==> src/rtl/clk_sched_pkg.sv <==
// Shared types and defaults for the run/pause/single-step slow-clock scheduler.
package clk_sched_pkg;

  localparam int unsigned RATE_SEL_W = 2;
  localparam int unsigned DEF_CNT_W  = 27;

  // Default half-periods in 100 MHz cycles: 500 Hz, 50 Hz, 5 Hz, 1 Hz.
  localparam int unsigned DEF_RATE0 = 100_000;
  localparam int unsigned DEF_RATE1 = 1_000_000;
  localparam int unsigned DEF_RATE2 = 10_000_000;
  localparam int unsigned DEF_RATE3 = 50_000_000;

  typedef enum logic [1:0] {
    StPause = 2'd0,
    StRun   = 2'd1,
    StStep  = 2'd2
  } schedState_e;

  function automatic int unsigned rateHp(input logic [RATE_SEL_W-1:0] sel,
                                         input int unsigned r0, input int unsigned r1,
                                         input int unsigned r2, input int unsigned r3);
    unique case (sel)
      2'd0:    return r0;
      2'd1:    return r1;
      2'd2:    return r2;
      default: return r3;
    endcase
  endfunction

endpackage

==> src/rtl/clk_enable_scheduler_if.sv <==
// Control/status bundle between the board-side controls and the slow-clock scheduler.
interface clk_enable_scheduler_if
  import clk_sched_pkg::*;
();

  logic                  run;
  logic                  stepReq;
  logic [RATE_SEL_W-1:0] rateSel;
  logic                  rateLoad;
  logic                  rateAck;
  logic [RATE_SEL_W-1:0] curRate;
  logic                  slowClk;
  logic                  tickEn;
  logic                  busy;

  modport master (
    output run, stepReq, rateSel, rateLoad,
    input  rateAck, curRate, slowClk, tickEn, busy
  );

  modport slave (
    input  run, stepReq, rateSel, rateLoad,
    output rateAck, curRate, slowClk, tickEn, busy
  );

endinterface

==> src/rtl/rise_detect.sv <==
// One-flop rising-edge detector for a synchronous level input.
module rise_detect (
  input  logic inClk,
  input  logic reset,
  input  logic sigIn,
  output logic rise
);

  logic prevQ;

  always_ff @(posedge inClk or posedge reset) begin
    if (reset) begin
      prevQ <= 1'b0;
    end else begin
      prevQ <= sigIn;
    end
  end

  assign rise = sigIn & ~prevQ;

endmodule

==> src/rtl/clk_enable_scheduler.sv <==
// Run/pause/single-step slow-clock generator with a selectable rate table; rate
// changes land only on period boundaries so slowClk never glitches.
module clk_enable_scheduler
  import clk_sched_pkg::*;
#(
  parameter int unsigned CNT_W      = DEF_CNT_W,
  parameter int unsigned RATE0      = DEF_RATE0,
  parameter int unsigned RATE1      = DEF_RATE1,
  parameter int unsigned RATE2      = DEF_RATE2,
  parameter int unsigned RATE3      = DEF_RATE3,
  parameter int unsigned RESET_RATE = 0
) (
  input logic                   inClk,
  input logic                   reset,
  clk_enable_scheduler_if.slave bus
);

  if ((RATE0 < 2) || (RATE1 < 2) || (RATE2 < 2) || (RATE3 < 2) || (RESET_RATE > 3)) begin : gBadCfg
    $error("clk_enable_scheduler: every RATE must be >= 2 and RESET_RATE must be 0..3");
  end

  schedState_e           state;
  logic [CNT_W-1:0]      cnt;
  logic                  starting;
  logic                  slowClkQ;
  logic                  tickEnQ;
  logic                  rateAckQ;
  logic [RATE_SEL_W-1:0] curRateQ;
  logic [RATE_SEL_W-1:0] pendRate;
  logic                  pendValid;
  logic                  stepRise;

  logic [CNT_W-1:0] hpLast;
  logic             wrap;
  logic             boundary;
  logic             applyRate;

  rise_detect uStepEdge (
    .inClk (inClk),
    .reset (reset),
    .sigIn (bus.stepReq),
    .rise  (stepRise)
  );

  assign hpLast = CNT_W'(rateHp(curRateQ, RATE0, RATE1, RATE2, RATE3) - 1);
  assign wrap   = (cnt == hpLast);

  // The entry cycle after leaving PAUSE is not a boundary; counting starts after it.
  assign boundary  = (state != StPause) && !starting && wrap && !slowClkQ;
  assign applyRate = pendValid && ((state == StPause) || boundary);

  always_ff @(posedge inClk or posedge reset) begin
    if (reset) begin
      state     <= StPause;
      cnt       <= '0;
      starting  <= 1'b0;
      slowClkQ  <= 1'b0;
      tickEnQ   <= 1'b0;
      rateAckQ  <= 1'b0;
      curRateQ  <= RATE_SEL_W'(RESET_RATE);
      pendRate  <= '0;
      pendValid <= 1'b0;
    end else begin
      tickEnQ  <= 1'b0;
      rateAckQ <= 1'b0;

      if (bus.rateLoad) begin
        pendRate  <= bus.rateSel;
        pendValid <= 1'b1;
      end
      // A load coinciding with an application stays pending for the next one.
      if (applyRate) begin
        curRateQ <= pendRate;
        rateAckQ <= 1'b1;
        if (!bus.rateLoad) begin
          pendValid <= 1'b0;
        end
      end

      unique case (state)
        StPause: begin
          cnt      <= '0;
          slowClkQ <= 1'b0;
          if (bus.run) begin
            state    <= StRun;
            starting <= 1'b1;
          end else if (stepRise) begin
            state    <= StStep;
            starting <= 1'b1;
          end
        end
        StRun, StStep: begin
          if (starting) begin
            starting <= 1'b0;
            cnt      <= '0;
            slowClkQ <= 1'b1;
            tickEnQ  <= 1'b1;
          end else if (wrap) begin
            cnt <= '0;
            if (slowClkQ) begin
              slowClkQ <= 1'b0;
            end else if ((state == StRun) && bus.run) begin
              slowClkQ <= 1'b1;
              tickEnQ  <= 1'b1;
            end else begin
              state <= StPause;
            end
          end else begin
            cnt <= cnt + CNT_W'(1);
          end
        end
        default: begin
          state    <= StPause;
          starting <= 1'b0;
        end
      endcase
    end
  end

  assign bus.slowClk = slowClkQ;
  assign bus.tickEn  = tickEnQ;
  assign bus.rateAck = rateAckQ;
  assign bus.curRate = curRateQ;
  assign bus.busy    = (state != StPause);

endmodule

==> src/flat_wrapper.sv <==
// flat-port wrapper written by rule: the top's interface ports become plain ports
module clk_enable_scheduler_flat import clk_sched_pkg::*;
#(
  parameter int unsigned CNT_W      = DEF_CNT_W,
  parameter int unsigned RATE0      = DEF_RATE0,
  parameter int unsigned RATE1      = DEF_RATE1,
  parameter int unsigned RATE2      = DEF_RATE2,
  parameter int unsigned RATE3      = DEF_RATE3,
  parameter int unsigned RESET_RATE = 0
)
  (inClk, reset, bus_run, bus_stepReq, bus_rateSel, bus_rateLoad, bus_rateAck, bus_curRate, bus_slowClk, bus_tickEn, bus_busy);
  clk_enable_scheduler_if bus_i ();
  input logic inClk;
  input logic reset;
  input wire logic [$bits(bus_i.run)-1:0] bus_run;
  input wire logic [$bits(bus_i.stepReq)-1:0] bus_stepReq;
  input wire logic [$bits(bus_i.rateSel)-1:0] bus_rateSel;
  input wire logic [$bits(bus_i.rateLoad)-1:0] bus_rateLoad;
  output wire logic [$bits(bus_i.rateAck)-1:0] bus_rateAck;
  output wire logic [$bits(bus_i.curRate)-1:0] bus_curRate;
  output wire logic [$bits(bus_i.slowClk)-1:0] bus_slowClk;
  output wire logic [$bits(bus_i.tickEn)-1:0] bus_tickEn;
  output wire logic [$bits(bus_i.busy)-1:0] bus_busy;
  assign bus_i.run = bus_run;
  assign bus_i.stepReq = bus_stepReq;
  assign bus_i.rateSel = bus_rateSel;
  assign bus_i.rateLoad = bus_rateLoad;
  assign bus_rateAck = bus_i.rateAck;
  assign bus_curRate = bus_i.curRate;
  assign bus_slowClk = bus_i.slowClk;
  assign bus_tickEn = bus_i.tickEn;
  assign bus_busy = bus_i.busy;
  clk_enable_scheduler #(.CNT_W(CNT_W), .RATE0(RATE0), .RATE1(RATE1), .RATE2(RATE2), .RATE3(RATE3), .RESET_RATE(RESET_RATE)) u_core (.inClk(inClk), .reset(reset), .bus(bus_i));
endmodule
==> config.mk <==
export PLATFORM = sky130hd
export DESIGN_NAME = clk_enable_scheduler_flat
export DESIGN_NICKNAME = d
export VERILOG_FILES = /design/src/rtl/clk_sched_pkg.sv /design/src/rtl/clk_enable_scheduler_if.sv /design/src/rtl/rise_detect.sv /design/src/rtl/clk_enable_scheduler.sv /design/src/flat_wrapper.sv
export SDC_FILE = /design/constraint.sdc
export NUM_CORES = 1
export LEC_CHECK = 0
export ABC_AREA = 0
export BUFFER_PORTS_ARGS = -buffer_cell sky130_fd_sc_hd__buf_4
export CAP_MARGIN = 20
export CORE_MARGIN = 2
export CORE_UTILIZATION = 60
export CTS_BUF_LIST = sky130_fd_sc_hd__clkbuf_8 sky130_fd_sc_hd__clkbuf_16
export DETAILED_ROUTE_END_ITERATION = 16
export PLACE_DENSITY = 0.87
export SETUP_SLACK_MARGIN = 0.02
export SLEW_MARGIN = 15
export SYNTH_ARGS = -nofsm -noshare
export SYNTH_HDL_FRONTEND = slang
export SYNTH_SLANG_ARGS = --single-unit
==> constraint.sdc <==
create_clock -name inClk -period 3.7 [get_ports inClk]
set_clock_uncertainty 0.2 [all_clocks]
set_input_delay 0.185 -clock inClk [delete_from_list [all_inputs] [get_ports inClk]]
set_output_delay 0.185 -clock inClk [all_outputs]
set_load 0.005 [all_outputs]
# ---- Word level (Yosys, flattened, before mapping)
# Cells that the tools add are included.
dict set report word_totals {
  ff_bits 39
  inputBits 7
  output_inout_bits 6
  wordCells 66
}
dict set report op_classes {
  n_addsub 2
  n_eq_ne 11
  mux 26
  bitwise_logic 2
  reduce_logical 15
}
# operator count
set ops {}
lappend ops {{26-bit case mux with 3 select lines} 1}
lappend ops {{27-bit 2-to-1 mux} 2}
lappend ops {{27-bit case mux with 2 select lines} 1}
lappend ops {{27-bit by 1-bit adder with 27-bit output (second input constant)} 1}
lappend ops {{27-bit == test} 1}
lappend ops {{26-bit by 1-bit subtractor with 27-bit output (second input constant)} 1}
lappend ops {{1-bit 2-to-1 mux} 14}
lappend ops {{2-bit 2-to-1 mux} 6}
lappend ops {{2-bit inequality test (second input constant)} 3}
lappend ops {{1-bit logical AND} 5}
lappend ops {{5-bit AND reduction} 1}
lappend ops {{2-bit by 1-bit == test with 1-bit output (second input constant)} 2}
lappend ops {{2-bit == test (second input constant)} 2}
lappend ops {{2-bit logical NOT} 2}
lappend ops {{2-bit case mux with 2 select lines} 1}
lappend ops {{2-bit nonzero test} 2}
lappend ops {{3-bit by 1-bit inequality test with 1-bit output (second input constant)} 1}
lappend ops {{3-bit by 2-bit inequality test with 1-bit output (second input constant)} 1}
lappend ops {{1-bit logical NOT} 2}
lappend ops {{2-bit by 1-bit inequality test with 1-bit output (second input constant)} 1}
lappend ops {{1-bit case mux with 2 select lines} 1}
lappend ops {{2-bit AND reduction} 1}
lappend ops {{2-bit OR reduction} 1}
lappend ops {{1-bit AND} 1}
lappend ops {{2 further kinds} 2}

# ---- Depth between registers and ports, before layout
dict set report depth {
  ltp_word 9
  depth_mapped 11
  depth_no_buf 9
}

# ---- By module
# Synthesis repeated with hierarchy kept, for this count alone.
dict set report hier_totals {
  hier_cells 265
  area_unflattened_um2 2418.6
}
# mod n_inst cells_per_inst area_per_inst_um2 seq_area_each_um2
set by_module_without_submodules {}
lappend by_module_without_submodules {clk_enable_scheduler 1 262 2376.0 950.9}
lappend by_module_without_submodules {rise_detect 1 3 42.5 25.0}

# ---- Worst setup path after synthesis
# No wires, ideal clock.
dict set report synth_timing {
  kind {reg-to-reg}
  startpoint {reg u_core.curRateQ[0] (netlist: u_core.bus.curRate[0])}
  endpoint {reg u_core.curRateQ[0] (netlist: u_core.bus.curRate[0])}
  setup_ps 127
  arrival_ps 2552
  required_ps 3373
  setup_slack_ps 821
  stages_incl_launch_ff 11
  path_buffers 1
  synth_period_minus_slack_ps 2879
  path_cell_list {dfrtp_1 clkbuf_1 nor2_1 inv_1 ha_1 xor2_1 o2111ai_1 a2111o_1 nor4_4 o21a_2 mux2_1}
}
dict set report synth_between {
  elab_chain_cells 8
  word_cells_on_any_way 10
  cone_classes {1 x add/sub; 3 x eq/ne; 1 x mux; 5 x reduce/logical}
}
# element line
set synth_lines {}
lappend synth_lines {{start: declaration} clk_enable_scheduler.sv:28} ;# logic [RATE_SEL_W-1:0] curRateQ;
lappend synth_lines {{start signal: assignment} clk_enable_scheduler.sv:60} ;# curRateQ <= RATE_SEL_W'(RESET_RATE);
lappend synth_lines {{start signal: assignment} clk_enable_scheduler.sv:73} ;# curRateQ <= pendRate;
lappend synth_lines {{2-bit == test, or another cell as far along} clk_sched_pkg.sv:22} ;# unique case (sel)
lappend synth_lines {{26-bit case mux with 3 select lines *} clk_sched_pkg.sv:22}
lappend synth_lines {{26-bit by 1-bit subtractor with 27-bit output *} clk_enable_scheduler.sv:45} ;# assign hpLast = CNT_W'(rateHp(curRateQ, RATE0, RATE1, RATE2, RATE3) - 1);
lappend synth_lines {{27-bit == test *} clk_enable_scheduler.sv:46} ;# assign wrap = (cnt == hpLast);
lappend synth_lines {{1-bit logical AND * (2 in series)} clk_enable_scheduler.sv:49} ;# assign boundary = (state != StPause) && !starting && wrap && !slowClkQ;
lappend synth_lines {{1-bit logical OR *} clk_enable_scheduler.sv:50} ;# assign applyRate = pendValid && ((state == StPause) || boundary);
lappend synth_lines {{1-bit logical AND *} clk_enable_scheduler.sv:50}
lappend synth_lines {{via u_core.applyRate} clk_enable_scheduler.sv:36} ;# logic applyRate;
# Mark *: on every way through the listed nets, which the timed path passes. The rest lies on a longest branch.
# A chain may end at the register's enable or synchronous reset.

# ---- Worst setup path after layout
dict set report layout_timing {
  startpoint {reg u_core.curRateQ[1] (netlist: u_core.bus.curRate[1])}
  endpoint {reg u_core.cnt[14]}
}
dict set report layout_between {
  elab_chain_cells 7
  word_cells_on_any_way 9
  cone_classes {1 x add/sub; 3 x eq/ne; 4 x mux; 1 x reduce/logical}
}
# element line
set layout_lines {}
lappend layout_lines {{2-bit == test, or another cell as far along} clk_sched_pkg.sv:22}
lappend layout_lines {{26-bit case mux with 3 select lines *} clk_sched_pkg.sv:22}
lappend layout_lines {{26-bit by 1-bit subtractor with 27-bit output *} clk_enable_scheduler.sv:45}
lappend layout_lines {{27-bit == test *} clk_enable_scheduler.sv:46}
lappend layout_lines {{27-bit 2-to-1 mux *} clk_enable_scheduler.sv:98} ;# end else if (wrap) begin
lappend layout_lines {{27-bit 2-to-1 mux *} clk_enable_scheduler.sv:93} ;# if (starting) begin
lappend layout_lines {{27-bit case mux with 2 select lines *} clk_enable_scheduler.sv:80} ;# unique case (state)
lappend layout_lines {{end signal: assignment} clk_enable_scheduler.sv:109} ;# cnt <= cnt + CNT_W'(1);
lappend layout_lines {{end: declaration} clk_enable_scheduler.sv:23} ;# logic [CNT_W-1:0] cnt;
# Mark *: on every way between the ends. The rest lies on a longest branch, timed or not.

==> impl_metrics.json <==
{
  "outcome": "complete, no violations",
  "worst-path-buf-inv": 2,
  "finalSetupViolations": 0,
  "final_common_cell": "dfrtp_1",
  "dieHeight_microns": 64.93,
  "drt_pass1_iterations": 4,
  "p_per_area_nw_per_um2": 554.4,
  "cts-root-buf": "clkbuf_8",
  "synth_area_leader_cell": "dfrtp_1",
  "wl_mm": 4.389,
  "cp_slowest_stage_delay_ps": 530,
  "antenna_found_initial": 0,
  "core_area_sq_um": 3606,
  "crit_top_cell": "nor2_1",
  "cts_tree": "done",
  "grt_max_degree": 40,
  "fp-row-count": 22,
  "path_clk_slew_ps": 80,
  "drc_errors": 0,
  "pwr-share-seq_pct": 40.4,
  "required_ps": 3680,
  "synthArstFlopShare_pct": 100.0,
  "p_int_uw": 848.5,
  "cp.arrival_ps": 2990,
  "yosys-top-cells-area": "dfrtp_1 44%, nor2_1 5.6%, xnor2_1 5.1%, xor2_1 3.5%, nand2_1 2.9%",
  "drive_gt1_share_pct": 11.51,
  "setup_tns_ps": 0,
  "dpl.hpwl_mm": 2.992,
  "placement.cell_area_sq_um": 2341,
  "cts_num_sinks": 39,
  "stdcell_area_sq_um": 2486,
  "netlist_instances": 234,
  "io_buffers": 12,
  "critPathSlowestCell": "dfrtp_1",
  "max_cap_violations": 0,
  "fin_crit_ps": 3011,
  "grt_pass1_vias": 1635,
  "via_per_inst": 5.757,
  "synth-edff-count": 0,
  "mostFrequentLayoutCells": "39 x dfrtp_1, 33 x nor2_1, 17 x nand2_1",
  "post_cts_buffers": 0,
  "worst_pin_slew_ps": 628.8,
  "synth_warnings": 0,
  "die_w_microns": 64.93,
  "cts-resized-gates": 0,
  "ys_seq_area_share_pct": 43.82,
  "synth_seq_cells": 39,
  "dr_total_vias": 1727,
  "clk_latency_ps": 300,
  "cp-start-kind": "flop",
  "wl_per_cell_microns": 14.63,
  "endpoint_kind": "flop",
  "critical_path_class": "reg2reg",
  "power_frac_comb_pct": 39.3,
  "hp-class": "reg2reg",
  "timing.final.crit_share_pct": 81.38,
  "path_cells": "nor2_1, inv_1, ha_1, xor2_1, o2111ai_1, a2111o_1, o311ai_4, and2b_1, buf_4, nor2_1",
  "maxSlewHeadroom_pct": 57.88,
  "peakVddDrop_v": 0.0005022,
  "postRouteAntennaNets": 0,
  "n_antenna_cell": 0,
  "drt-initial-drc-count": 84,
  "slew_violations": 0,
  "cts_buffer_depth": 2,
  "rsz0062_at_grt": "no",
  "cts-buffers-inserted": 5,
  "grt_pass1_wl_mm": 7.486,
  "synth_top_area_share_pct": 43.82,
  "swShare_pct": 38.43,
  "nets": 263,
  "postLayoutCoreUtil_pct": 68.95,
  "dieArea_sq_um": 4215,
  "hold_ws_ps": 295.0,
  "netlist_area_sq_um": 2227,
  "ys.flop_type": "dfrtp_1",
  "start_util_pct": 61.76,
  "grt_use_total_pct": 23.15,
  "fmax_ghz": 0.3321,
  "routabilityCongestion": 0.8438,
  "worstPathMaxFanout": 20,
  "crit_family": "compound AO/OA/AOI/OAI gates",
  "syn_nets": 246,
  "ys_types": 48,
  "syn_area_per_cell_sq_um": 9.518,
  "p_sw_uw": 529.7,
  "clkPwrFrac_pct": 20.2,
  "final-hold-violation-count": 0,
  "syn2layout_area_growth_pct": 11.63,
  "grt_overflow_total": 0,
  "power.leakage_uw": 0.001042,
  "io_pins": 13,
  "htreeDepth": 2
}
-- Yosys cell counts, types with 5 or more instances --
library cell,count
xnor2_1,13
xor2_1,9
nor3_1,10
nand2_1,17
clkbuf_1,7
inv_1,9
nand3_1,9
mux2i_1,5
o21ai_0,6
dfrtp_1,39
nor2_1,33
a21o_1,5
a21oi_1,8
ha_1,5
-- worst register-to-register path, delay by kind of cell, from the launching register on --
| family | cells | cell delay (ps) |
|---|---|---|
| xor+xnor | 1 | 130 |
| flops | 1 | 530 |
| fa+ha+maj | 1 | 300 |
| simple gates | 3 | 460 |
| compound gates | 3 | 970 |
| buf+inv | 2 | 310 |
-- what timing repair did --
action / 4_1_cts / 5_1_grt
hold endpoints to repair: 44 / 0
hold buffers: 6 / 0
endpoints found under the setup margin: 0 / 0
-- through the flow --
step	instances	total power [uW]	worst slack (ps)
6_report	300	1378	688.8
5_1_grt	300	1471	495.9
4_1_cts	300	1388	661.9
3_5_place_dp	286	1102	683.7
3_3_place_gp	286	1078	753.4
2_1_floorplan	234	983.3	820.8
-- final timing paths --
| check | start | cells after the start | to | slack, ps |
|---|---|---|---|---|
| worst max-delay path | u_core.bus.curRate[1] | 10 | u_core.cnt[14] | 690 |
| worst max register to register | u_core.bus.curRate[1] | 10 | u_core.cnt[14] | 690 |
| worst min-delay path | u_core.pendRate[1] | 1 | u_core.bus.curRate[1] | 300 |
| worst min register to register | u_core.pendRate[1] | 1 | u_core.bus.curRate[1] | 300 |
| min in group asynchronous | reset | 4 | u_core.cnt[12] | 410 |
| max in group asynchronous | reset | 4 | u_core.cnt[19] | 2550 |
-- state kept, by name, summed over array words and instances (netlist names) --
name and flops:
u_core.bus.slowClk 1, u_core.cnt 27, u_core.pendRate 2, u_core.bus.tickEn 1, u_core.starting 1, u_core.bus.rateAck 1, u_core.bus.curRate 2, u_core.uStepEdge.prevQ 1
u_core.state 2, u_core.pendValid 1
-- layer usage --
metal  global-route usage [%]  vias up  part of all wire (%)
li1                         -      848                     -
met3                    4.861        7                   4.9
met2                    37.24       53                    49
met4                    9.309        0                   1.7
met1                    30.57      819                    45
met5                        0        -                     0
-- cell type report --
class | count | area, sq um
Clock buffer | 5 | 68.82
Sequential cell | 39 | 975.9
Inverter | 9 | 33.78
Multi-Input combinational cell | 175 | 1159
Clock inverter | 3 | 16.27
Fill cell | 275 | 1120
Tap cell | 48 | 60.06
Timing Repair Buffer | 21 | 172.7
-- power by group through the flow --
stage | clock, uW | combinational, uW | sequential [uW]
after floorplan | 0 | 454 | 529
after global placement | 0 | 519 | 559
after detailed placement | 0 | 540 | 563
after CTS | 285 | 546 | 556
after global routing | 299 | 603 | 569
final | 279 | 542 | 557
-- cell families (layout without fill, tap and decap cells) --
family,count (synthesis),count (layout),share of synthesized area [%]
XOR/XNOR,22,22,8.652
buffers and inverters,20,38,4.157
adder cells (fa/ha/maj),5,5,2.809
AO/OA/AOI/OAI,31,31,10.28
AND/OR/NAND/NOR,108,108,26.01
flip-flops,39,39,43.82
multiplexers,9,9,4.270
Note: power is estimated with default switching activity, not from simulation.
